==> src/rtl/modrm_sib_decode.sv <==
// ModR/M + SIB + displacement decoder between prefetch FIFO and sequencer.
// Pops operand bytes, forms the effective address, flags SS-default bases.
module modrm_sib_decode #(
  parameter bit ADDR32_EN = 1'b1
) (
  input  logic         clk,
  input  logic         reset,
  input  logic         start,
  input  logic         addr32,
  input  logic [255:0] regs,
  output logic         fifo_rd_en,
  input  logic [7:0]   fifo_rd_data,
  input  logic         fifo_empty,
  output logic         busy,
  output logic         complete,
  output logic [31:0]  effective_address,
  output logic [2:0]   regnum,
  output logic         rm_is_reg,
  output logic [2:0]   rm_regnum,
  output logic         default_ss
);

  typedef enum logic [2:0] {
    S_IDLE, S_MODRM, S_SIB, S_DISP, S_DONE
  } state_t;

  state_t      state_q, state_d;
  logic [2:0]  req_q, req_d;
  logic [2:0]  rcv_q, rcv_d;
  logic        pend_q, pend_d;
  logic        a32_q, a32_d;
  logic [7:0]  modrm_q, modrm_d;
  logic [7:0]  sib_q, sib_d;
  logic [31:0] disp_q, disp_d;
  logic [31:0] ea_q, ea_d;
  logic [2:0]  regnum_q, regnum_d;
  logic [2:0]  rmreg_q, rmreg_d;
  logic        isreg_q, isreg_d;
  logic        ss_q, ss_d;

  logic [7:0]  modrm_c, sib_c;
  logic [31:0] disp_c, disp_ext;
  logic [1:0]  mod_c, didx;
  logic [2:0]  rm_c, dlen_c, len_c, need_c;
  logic        modrm_known, sib_known, has_sib, last_c;
  logic [15:0] base16;
  logic [31:0] base32, idx32, ea_c;
  logic [2:0]  base_idx;
  logic        no_base, ss_c;

  function automatic logic [31:0] gpr(input logic [2:0] i);
    return regs[32*i +: 32];
  endfunction

  function automatic logic [15:0] gpr16(input logic [2:0] i);
    return regs[32*i +: 16];
  endfunction

  // Operand decode: merges the byte arriving this cycle with stored bytes
  always_comb begin
    modrm_c = (pend_q && rcv_q == 3'd0) ? fifo_rd_data : modrm_q;
    modrm_known = (rcv_q != 3'd0) || pend_q;
    mod_c = modrm_c[7:6];
    rm_c = modrm_c[2:0];
    has_sib = a32_q && mod_c != 2'd3 && rm_c == 3'd4;
    sib_known = (rcv_q >= 3'd2) || (pend_q && rcv_q == 3'd1);
    sib_c = (pend_q && rcv_q == 3'd1 && has_sib) ? fifo_rd_data : sib_q;
    base_idx = has_sib ? sib_c[2:0] : rm_c;
    no_base = a32_q && mod_c == 2'd0 && base_idx == 3'd5;
    dlen_c = 3'd0;
    unique case (1'b1)
      mod_c == 2'd3: dlen_c = 3'd0;
      mod_c == 2'd1: dlen_c = 3'd1;
      mod_c == 2'd2: dlen_c = a32_q ? 3'd4 : 3'd2;
      default: begin
        if (a32_q) dlen_c = no_base ? 3'd4 : 3'd0;
        else dlen_c = (rm_c == 3'd6) ? 3'd2 : 3'd0;
      end
    endcase
    len_c = 3'd1 + {2'b0, has_sib} + dlen_c;
    if (!modrm_known) need_c = 3'd1;
    else if (has_sib && mod_c == 2'd0 && !sib_known) need_c = 3'd2;
    else need_c = len_c;
    didx = 2'(rcv_q - 3'd1 - {2'b0, has_sib});
    disp_c = disp_q;
    if (pend_q && rcv_q >= (3'd1 + {2'b0, has_sib}))
      disp_c[{didx, 3'b000} +: 8] = fifo_rd_data;
    last_c = pend_q && (rcv_q + 3'd1 == len_c);
  end

  // Effective address and SS-default flag from the merged operand bytes
  always_comb begin
    disp_ext = '0;
    case (dlen_c)
      3'd1: disp_ext = {{24{disp_c[7]}}, disp_c[7:0]};
      3'd2: disp_ext = {16'h0, disp_c[15:0]};
      3'd4: disp_ext = disp_c;
      default: disp_ext = '0;
    endcase
    case (rm_c)
      3'd0: base16 = gpr16(3'd3) + gpr16(3'd6);
      3'd1: base16 = gpr16(3'd3) + gpr16(3'd7);
      3'd2: base16 = gpr16(3'd5) + gpr16(3'd6);
      3'd3: base16 = gpr16(3'd5) + gpr16(3'd7);
      3'd4: base16 = gpr16(3'd6);
      3'd5: base16 = gpr16(3'd7);
      3'd6: base16 = (mod_c == 2'd0) ? 16'h0 : gpr16(3'd5);
      default: base16 = gpr16(3'd3);
    endcase
    base32 = no_base ? 32'h0 : gpr(base_idx);
    idx32 = (has_sib && sib_c[5:3] != 3'd4) ?
            (gpr(sib_c[5:3]) << sib_c[7:6]) : 32'h0;
    ea_c = '0;
    ss_c = 1'b0;
    if (mod_c == 2'd3) begin
      ea_c = '0;
      ss_c = 1'b0;
    end else if (a32_q) begin
      ea_c = base32 + idx32 + disp_ext;
      ss_c = !no_base && (base_idx == 3'd4 || base_idx == 3'd5);
    end else begin
      ea_c = {16'h0, base16 + disp_ext[15:0]};
      ss_c = rm_c == 3'd2 || rm_c == 3'd3 ||
             (rm_c == 3'd6 && mod_c != 2'd0);
    end
  end

  // Sequencer: pop requests, byte capture and result latching
  always_comb begin
    state_d = state_q;
    req_d = req_q;
    rcv_d = rcv_q;
    pend_d = 1'b0;
    a32_d = a32_q;
    modrm_d = modrm_q;
    sib_d = sib_q;
    disp_d = disp_q;
    ea_d = ea_q;
    regnum_d = regnum_q;
    rmreg_d = rmreg_q;
    isreg_d = isreg_q;
    ss_d = ss_q;
    fifo_rd_en = 1'b0;
    case (state_q)
      S_IDLE: begin
        if (start) begin
          fifo_rd_en = ~fifo_empty;
          a32_d = ADDR32_EN & addr32;
          modrm_d = '0;
          sib_d = '0;
          disp_d = '0;
          rcv_d = '0;
          req_d = {2'b0, fifo_rd_en};
          pend_d = fifo_rd_en;
          state_d = S_MODRM;
        end
      end
      S_MODRM, S_SIB, S_DISP: begin
        fifo_rd_en = ~fifo_empty && (req_q < need_c);
        req_d = req_q + {2'b0, fifo_rd_en};
        pend_d = fifo_rd_en;
        if (pend_q) begin
          rcv_d = rcv_q + 3'd1;
          modrm_d = modrm_c;
          sib_d = sib_c;
          disp_d = disp_c;
          if (last_c) begin
            ea_d = ea_c;
            regnum_d = modrm_c[5:3];
            rmreg_d = modrm_c[2:0];
            isreg_d = mod_c == 2'd3;
            ss_d = ss_c;
            state_d = S_DONE;
          end else if (state_q == S_MODRM && has_sib) begin
            state_d = S_SIB;
          end else begin
            state_d = S_DISP;
          end
        end
      end
      default: state_d = S_IDLE;
    endcase
  end

  // State and result registers, synchronous reset
  always_ff @(posedge clk) begin
    if (reset) begin
      state_q <= S_IDLE;
      req_q <= '0;
      rcv_q <= '0;
      pend_q <= 1'b0;
      a32_q <= 1'b0;
      modrm_q <= '0;
      sib_q <= '0;
      disp_q <= '0;
      ea_q <= '0;
      regnum_q <= '0;
      rmreg_q <= '0;
      isreg_q <= 1'b0;
      ss_q <= 1'b0;
    end else begin
      state_q <= state_d;
      req_q <= req_d;
      rcv_q <= rcv_d;
      pend_q <= pend_d;
      a32_q <= a32_d;
      modrm_q <= modrm_d;
      sib_q <= sib_d;
      disp_q <= disp_d;
      ea_q <= ea_d;
      regnum_q <= regnum_d;
      rmreg_q <= rmreg_d;
      isreg_q <= isreg_d;
      ss_q <= ss_d;
    end
  end

  assign busy = state_q != S_IDLE;
  assign complete = state_q == S_DONE;
  assign effective_address = ea_q;
  assign regnum = regnum_q;
  assign rm_is_reg = isreg_q;
  assign rm_regnum = rmreg_q;
  assign default_ss = ss_q;

endmodule

==> config.mk <==
export PLATFORM = sky130hd
export DESIGN_NAME = modrm_sib_decode
export DESIGN_NICKNAME = d
export VERILOG_FILES = /design/src/rtl/modrm_sib_decode.sv
export SDC_FILE = /design/constraint.sdc
export NUM_CORES = 1
export LEC_CHECK = 0
export ABC_AREA = 0
export CAP_MARGIN = 10
export CORE_MARGIN = 1.5
export CORE_UTILIZATION = 50
export CTS_CLUSTER_DIAMETER = 120
export DETAILED_ROUTE_END_ITERATION = 10
export GPL_TIMING_DRIVEN = 0
export PLACE_DENSITY = 0.78
export SLEW_MARGIN = 20
export SYNTH_ARGS = -nofsm -noshare
export SYNTH_HDL_FRONTEND = slang
export SYNTH_SLANG_ARGS = --single-unit
export TNS_END_PERCENT = 100
==> constraint.sdc <==
create_clock -name clk -period 22.5 [get_ports clk]
set_input_delay 6.75 -clock clk [delete_from_list [all_inputs] [get_ports clk]]
set_output_delay 6.75 -clock clk [all_outputs]
set_load 0.02 [all_outputs]
==> results of run 1 <==
[critical path, delay by kind of cell]
| family | cells | cell delay (ns) |
|---|---|---|
| AOI/OAI and AO/OA | 2 | 0.49 |
| xor gates and xnor gates | 1 | 0.15 |
| adders and majority gates | 3 | 1.13 |
| buffers and inverters | 4 | 2.30 |
| muxes | 1 | 0.29 |
| and+or+nand+nor | 3 | 0.97 |
[metrics by stage]
stage / cell area, µm² / setup slack (ns)
2_1_floorplan: 15250 / 5.877
5_1_grt: 19150 / 3.600
6_report: 19150 / 3.681
3_5_place_dp: 18870 / 3.892
4_1_cts: 19150 / 3.879
3_3_place_gp: 18850 / 3.956
[cells in the final DEF (no fill, tap or decap), types with 13 or more instances in the layout]
master | synthesis | layout
a22oi_1 | 53 | 53
o21ai_0 | 130 | 130
inv_1 | 102 | 102
and2_1 | 13 | 13
nand3_1 | 83 | 83
and3_1 | 67 | 67
a311oi_1 | 30 | 30
xnor2_1 | 47 | 47
a21o_1 | 25 | 25
nand2_1 | 405 | 405
nor2b_1 | 13 | 13
buf_2 | 17 | 18
nand2b_1 | 13 | 13
mux2i_1 | 90 | 89
mux2_2 | 33 | 33
clkbuf_1 | 97 | 98
dfxtp_1 | 99 | 99
a21oi_1 | 145 | 145
ha_1 | 90 | 90
xor2_1 | 29 | 29
nor3_1 | 30 | 30
mux4_2 | 56 | 56
a22o_1 | 43 | 43
fa_1 | 36 | 36
clkdlybuf4s50_1 | 0 | 311
nor2_1 | 143 | 143
[logic make-up after synthesis]
| logic type | synth area share |
|---|---|
| compound gates | 0.2289 |
| mux | 0.1746 |
| flops | 0.1299 |
| xor+xnor | 0.04364 |
| fa+ha+maj | 0.1211 |
| buf+inv | 0.06267 |
| simple gates | 0.2392 |
[power by group]
group | switching, µW | total, µW | internal, µW
clock | 80.3 | 158 | 77.5
combinational | 210 | 355 | 144
sequential | 1.99 | 179 | 177
total | 293 | 692 | 399
[worst max-delay path by stage]
stage	end	slack, ns
3_5_place_dp	fifo_rd_en	3.89
3_3_place_gp	fifo_rd_en	3.96
5_1_grt	fifo_rd_en	3.60
2_1_floorplan	fifo_rd_en	5.88
4_1_cts	fifo_rd_en	3.88
6_report	fifo_rd_en	3.68
[cell type report]
type	count	area [µm²]	area share
Buffer	133	573.1	0.02992
Clock inverter	6	53.80	0.002809
Multi-Input combinational cell	1736	12330	0.6436
Clock buffer	10	229.0	0.01196
Timing Repair Buffer	312	3118	0.1628
Tap cell	390	488.0	0.02548
Inverter	102	382.9	0.01999
Sequential cell	99	1982	0.1035
[per-layer routing]
| metal | GRT usage | vias to the layer above | wire, µm | share of wire |
|---|---|---|---|---|
| met5 | 0 | - | 0 | 0 |
| met4 | 0.1880 | 0 | 3412 | 0.049 |
| met3 | 0.1159 | 253 | 9946 | 0.14 |
| met2 | 0.6642 | 1510 | 29880 | 0.43 |
| met1 | 0.5784 | 8693 | 27000 | 0.38 |
| li1 | - | 8125 | - | - |
==> results.cfg, run 1 <==
[placed_design]
hpwl_um = 57250
place.gp.congestion = 1.075
portBuffers = 311
placedCellCount = 2772

[clock_network]
cts_resized = 0
cts_buffer_depth = 2
cts_hold_buf = 0
cts_max_level = 3
cts_tree = yes
cts_setup_buffers = 0
cts_inserted_buffers = 9
clk_latency_ns = 0.37
clock-root-buffer = clkbuf_16
clk_pin_slew_ns = 0.08
clock_sinks = 99

[logic_synthesis]
yosys.area.top_type = dfxtp_1
synth_commonest_cells = nand2_1, a21oi_1, nor2_1
ys_top_cells_by_area = dfxtp_1, nand2_1, mux4_2
ys_warn_count = 0
synthFlopType = dfxtp_1
avgSynthCellArea_um2 = 7.369
syn_area_um2 = 15250
synthArstFlopShare = 0
synth-edff-count = 0
syn-num-nets = 2465
yosysMostFrequentCell = nand2_1
synth.distinct_cells = 81
synth_seq_cells = 99
synthCells = 2070
ys_seq_area_frac = 0.1299
synth.top_cell.area_share = 0.1299

[critical_path]
required_ns = 15.75
cp_cell_sequence = clkdlybuf4s50_1 > clkbuf_1 > mux2_2 > clkbuf_1 > nand3_1 > ha_1 > fa_1 > xnor2_1 > or3_1 > ha_1 > a211oi_1 > a21oi_1 > nor2_1 > clkdlybuf4s50_1
setup.worst_path.class = primary input to output pin
cp-start-kind = primary input
cp_data_arrival_time_ns = 12.07
startpoint = fifo_rd_data[2]
slowest_stage = clkdlybuf4s50_1
worstPathMaxFanout = 10
r2r_slack_ns = 12.83
r2r-end = effective_address[31]
r2r_start = rcv_q[0]
end_kind = output pin
ff2ff_path_depth = 33
slowest_delay_ns = 0.61

[drt]
first_pass_iters = 6
drt_iter0_drc = 2471
drc = 0
viasPerCell = 6.665
drt-wirelength-per-cell_um = 25.19
via_count = 18580
wirelength_um = 70230
drtAntennaViolNets = 0

[floorplan]
core_um2 = 29800
rows = 63
dieArea_um2 = 31560
ioPinCount = 312
start_util = 0.5119
die_w_um = 177.7
die_h_um = 177.7

[min_path]
min_to = disp_q[19]
worstHoldStart = disp_q[19]
hold-path-cell-count = 2
hold_class = flop to flop

[timing]
period_needed_ns = 18.82
fin_crit_sh = 0.8364
skew_ns = 0.01293
setup_viol = 0
slew_headroom = 0.2063
grt_setup_unrepaired = false
hold_violations = 0
finalSetupTns_ns = 0
slew_violations = 0
hold_slack_ns = 0.4632
worst_pin_slew_ns = 1.182
fmax_ghz = 0.05314

[grt]
grt_pass1_vias = 17430
grt_pass1_wl_um = 103600
overflow = 0
track_usage = 0.4360
grt_max_degree = 19
antenna_found_initial = 0

[finish]
fillers = 2666
diodes = 0
final_util = 0.6428
finalNetCount = 2788
drive_gt1_frac = 0.06589
syn_to_final_growth_pct = 25.56
finalNonFillerCells = 2788

[power_and_ir_drop]
power.total_uw = 691.5
pwr_density_cell_nw_per_um2 = 36.11
ir_worst_vdd_mv = 0.04230
leakage_uw = 0.008228

[flow_run]
cap_viol_max_count = 0

[outcome]
status = finished, final reports clean
Power figures use the tool's default switching activity.
==> run 2: changes to the inputs <==
clock period = 18.1 ns   (was 22.5 ns; I/O delays follow)
==> results of run 2 <==
Same layout as run 1 (identical final DEF). Status: finished, final reports clean.
Main changes from that run: setup slack after placement 3.892 ns -> 2.132 ns; setup slack after layout 3.681 ns -> 1.921 ns; register-to-register setup slack 12.83 ns -> 8.43 ns; total power 691.5 µW -> 859.6 µW; worst IR drop on VDD 0.04230 mV -> 0.05259 mV
==> run 3: changes to the inputs <==
RECOVER_POWER = 50   (was default)
SETUP_SLACK_MARGIN = 0.1   (was default)
==> run 3 against run 2 <==
Effect of this change: die area is the same; worst setup slack worse by 0.043 ns; sequential power about the same; utilization shrank 0.080 points; maximum frequency fell by 0.27%; non-clock buffer count is the same; wire length is 0.27% higher; sequential share of layout area is essentially flat; flip-flop and latch count did not move; critical endpoint unchanged; largest cell class unchanged; highest routed layer unchanged.
==> results.cfg, run 3 (synthesized netlist as in run 1, its figures left out) <==
[floorplan]
rows = 63
die_w_um = 177.7
core_um2 = 29800
dieArea_um2 = 31560
start_util = 0.5119
ioPinCount = 312
die_h_um = 177.7

[clock_network]
clock_sinks = 99
cts_hold_buf = 0
cts_buffer_depth = 2
clk_latency_ns = 0.38
cts_inserted_buffers = 9
cts_max_level = 3
cts_resized = 0
clk_pin_slew_ns = 0.08
clock-root-buffer = clkbuf_16
cts_setup_buffers = 0
cts_tree = yes

[critical_path]
required_ns = 12.67
end_kind = output pin
slowest_stage = dlygate4sd3_1
crit_family = buffers and inverters
cp_data_arrival_time_ns = 10.79
critPathBufInv = 4
cp-start-kind = primary input
setup.worst_path.class = primary input to output pin
worstPathMaxFanout = 10
cp_cell_sequence = dlygate4sd3_1 > clkbuf_1 > mux2_1 > clkbuf_1 > nand3_1 > ha_1 > fa_1 > xnor2_1 > or3_1 > ha_1 > a211oi_1 > a21oi_1 > nor2_1 > clkdlybuf4s50_1
slowest_delay_ns = 0.67

[drt]
drt-wirelength-per-cell_um = 25.26
first_pass_iters = 6
viasPerCell = 6.670
via_count = 18600
wirelength_um = 70420
drt_iter0_drc = 2711
drtAntennaViolNets = 0
drc = 0

[finish]
mostFrequentLayoutCell = nand2_1
finalNetCount = 2788
final_cell_mix = nand2_1, clkdlybuf4s50_1, a21oi_1
finalInstanceArea_um2 = 19130
fillers = 2675
drive_gt1_frac = 0.06339
diodes = 0
final-seq-area_um2 = 1982
syn_to_final_growth_pct = 25.40
multi_input_area_um2 = 12300

[timing]
fmax_ghz = 0.06165
worst_pin_slew_ns = 1.373
finalSetupTns_ns = 0
hold_violations = 0
finalWorstSetupSlack_ns = 1.878
fin_crit_sh = 0.8962
slew_violations = 0
grt_setup_unrepaired = false
slew_headroom = 0.05856
setup_viol = 0
period_needed_ns = 16.22
skew_ns = 0.01424

[grt]
overflow = 0
grt_pass1_wl_um = 103600
grt_max_degree = 19
grt_pass1_vias = 17430
track_usage = 0.4360
antenna_found_initial = 0

[placed_design]
hpwl_um = 57250
place.gp.congestion = 1.075
portBuffers = 311
pre_cts_ws_ns = 2.132
place_area_um2 = 18870

[flow_run]
cap_viol_max_count = 0

[min_path]
hold_class = flop to flop

[power_and_ir_drop]
pwr_density_cell_nw_per_um2 = 44.98
leakage_uw = 0.008370
ir_worst_vdd_mv = 0.05365

[outcome]
status = finished, final reports clean
run 3: changes by cell type in the layout (fill, tap and decap cells not counted), sizes merged:
| cell | before | now |
|---|---|---|
| dlygate4sd3 | 0 | 46 |
| buf | 37 | 35 |
| clkbuf | 107 | 109 |
| clkdlybuf4s50 | 311 | 265 |
run 3: final cells by class:
type | instances | share of cell area
multi-input cells | 1736 | 0.6432
repair buffers | 312 | 0.1630
flip-flops and latches | 99 | 0.1036
plain buffers | 133 | 0.02989
well taps | 390 | 0.02551
inverters | 102 | 0.02002
clock buffers | 10 | 0.01197
clock inverters | 6 | 0.002813
run 3: worst paths after layout:
path              cells past startpoint                    end  slack (ns)       startpoint
setup / recovery                     14             fifo_rd_en        1.88  fifo_rd_data[2]
hold / removal                        2             disp_q[19]        0.46       disp_q[19]
setup reg to reg                     33  effective_address[31]        8.41         rcv_q[0]
hold reg to reg                       2             disp_q[19]        0.46       disp_q[19]
run 3: where the power goes:
part / switching (µW) / total, µW / leakage, µW / internal (µW)
clock network: 101 / 197 / 0.000136 / 96.3
logic: 263 / 440 / 0.00744 / 178
registers: 2.35 / 223 / 0.000798 / 220
run 3: layer usage:
metal | GRT usage | wire length [µm]
met1 | 0.5784 | 27190
met2 | 0.6642 | 30240
met3 | 0.1159 | 9846
met4 | 0.1880 | 3139
met5 | 0 | 0
run 3: through the flow:
step | util | instances | total power (µW) | hold WS, ns
5_1_grt | 0.6420 | 2788 | 889.9 | 0.4894
3_3_place_gp | 0.6328 | 2771 | 641.9 | 0.4363
6_report | 0.6420 | 2788 | 860.4 | 0.4601
2_1_floorplan | - | 2070 | 468.1 | 0.4251
3_5_place_dp | 0.6332 | 2772 | 648.7 | 0.4445
4_1_cts | 0.6426 | 2788 | 841.3 | 0.4633
run 3: worst min-delay path: cells and delay by family (launching register included):
kind | cells | cell delay (ns)
compound gates | 1 | 0.05
flops | 1 | 0.33
simple gates | 1 | 0.04
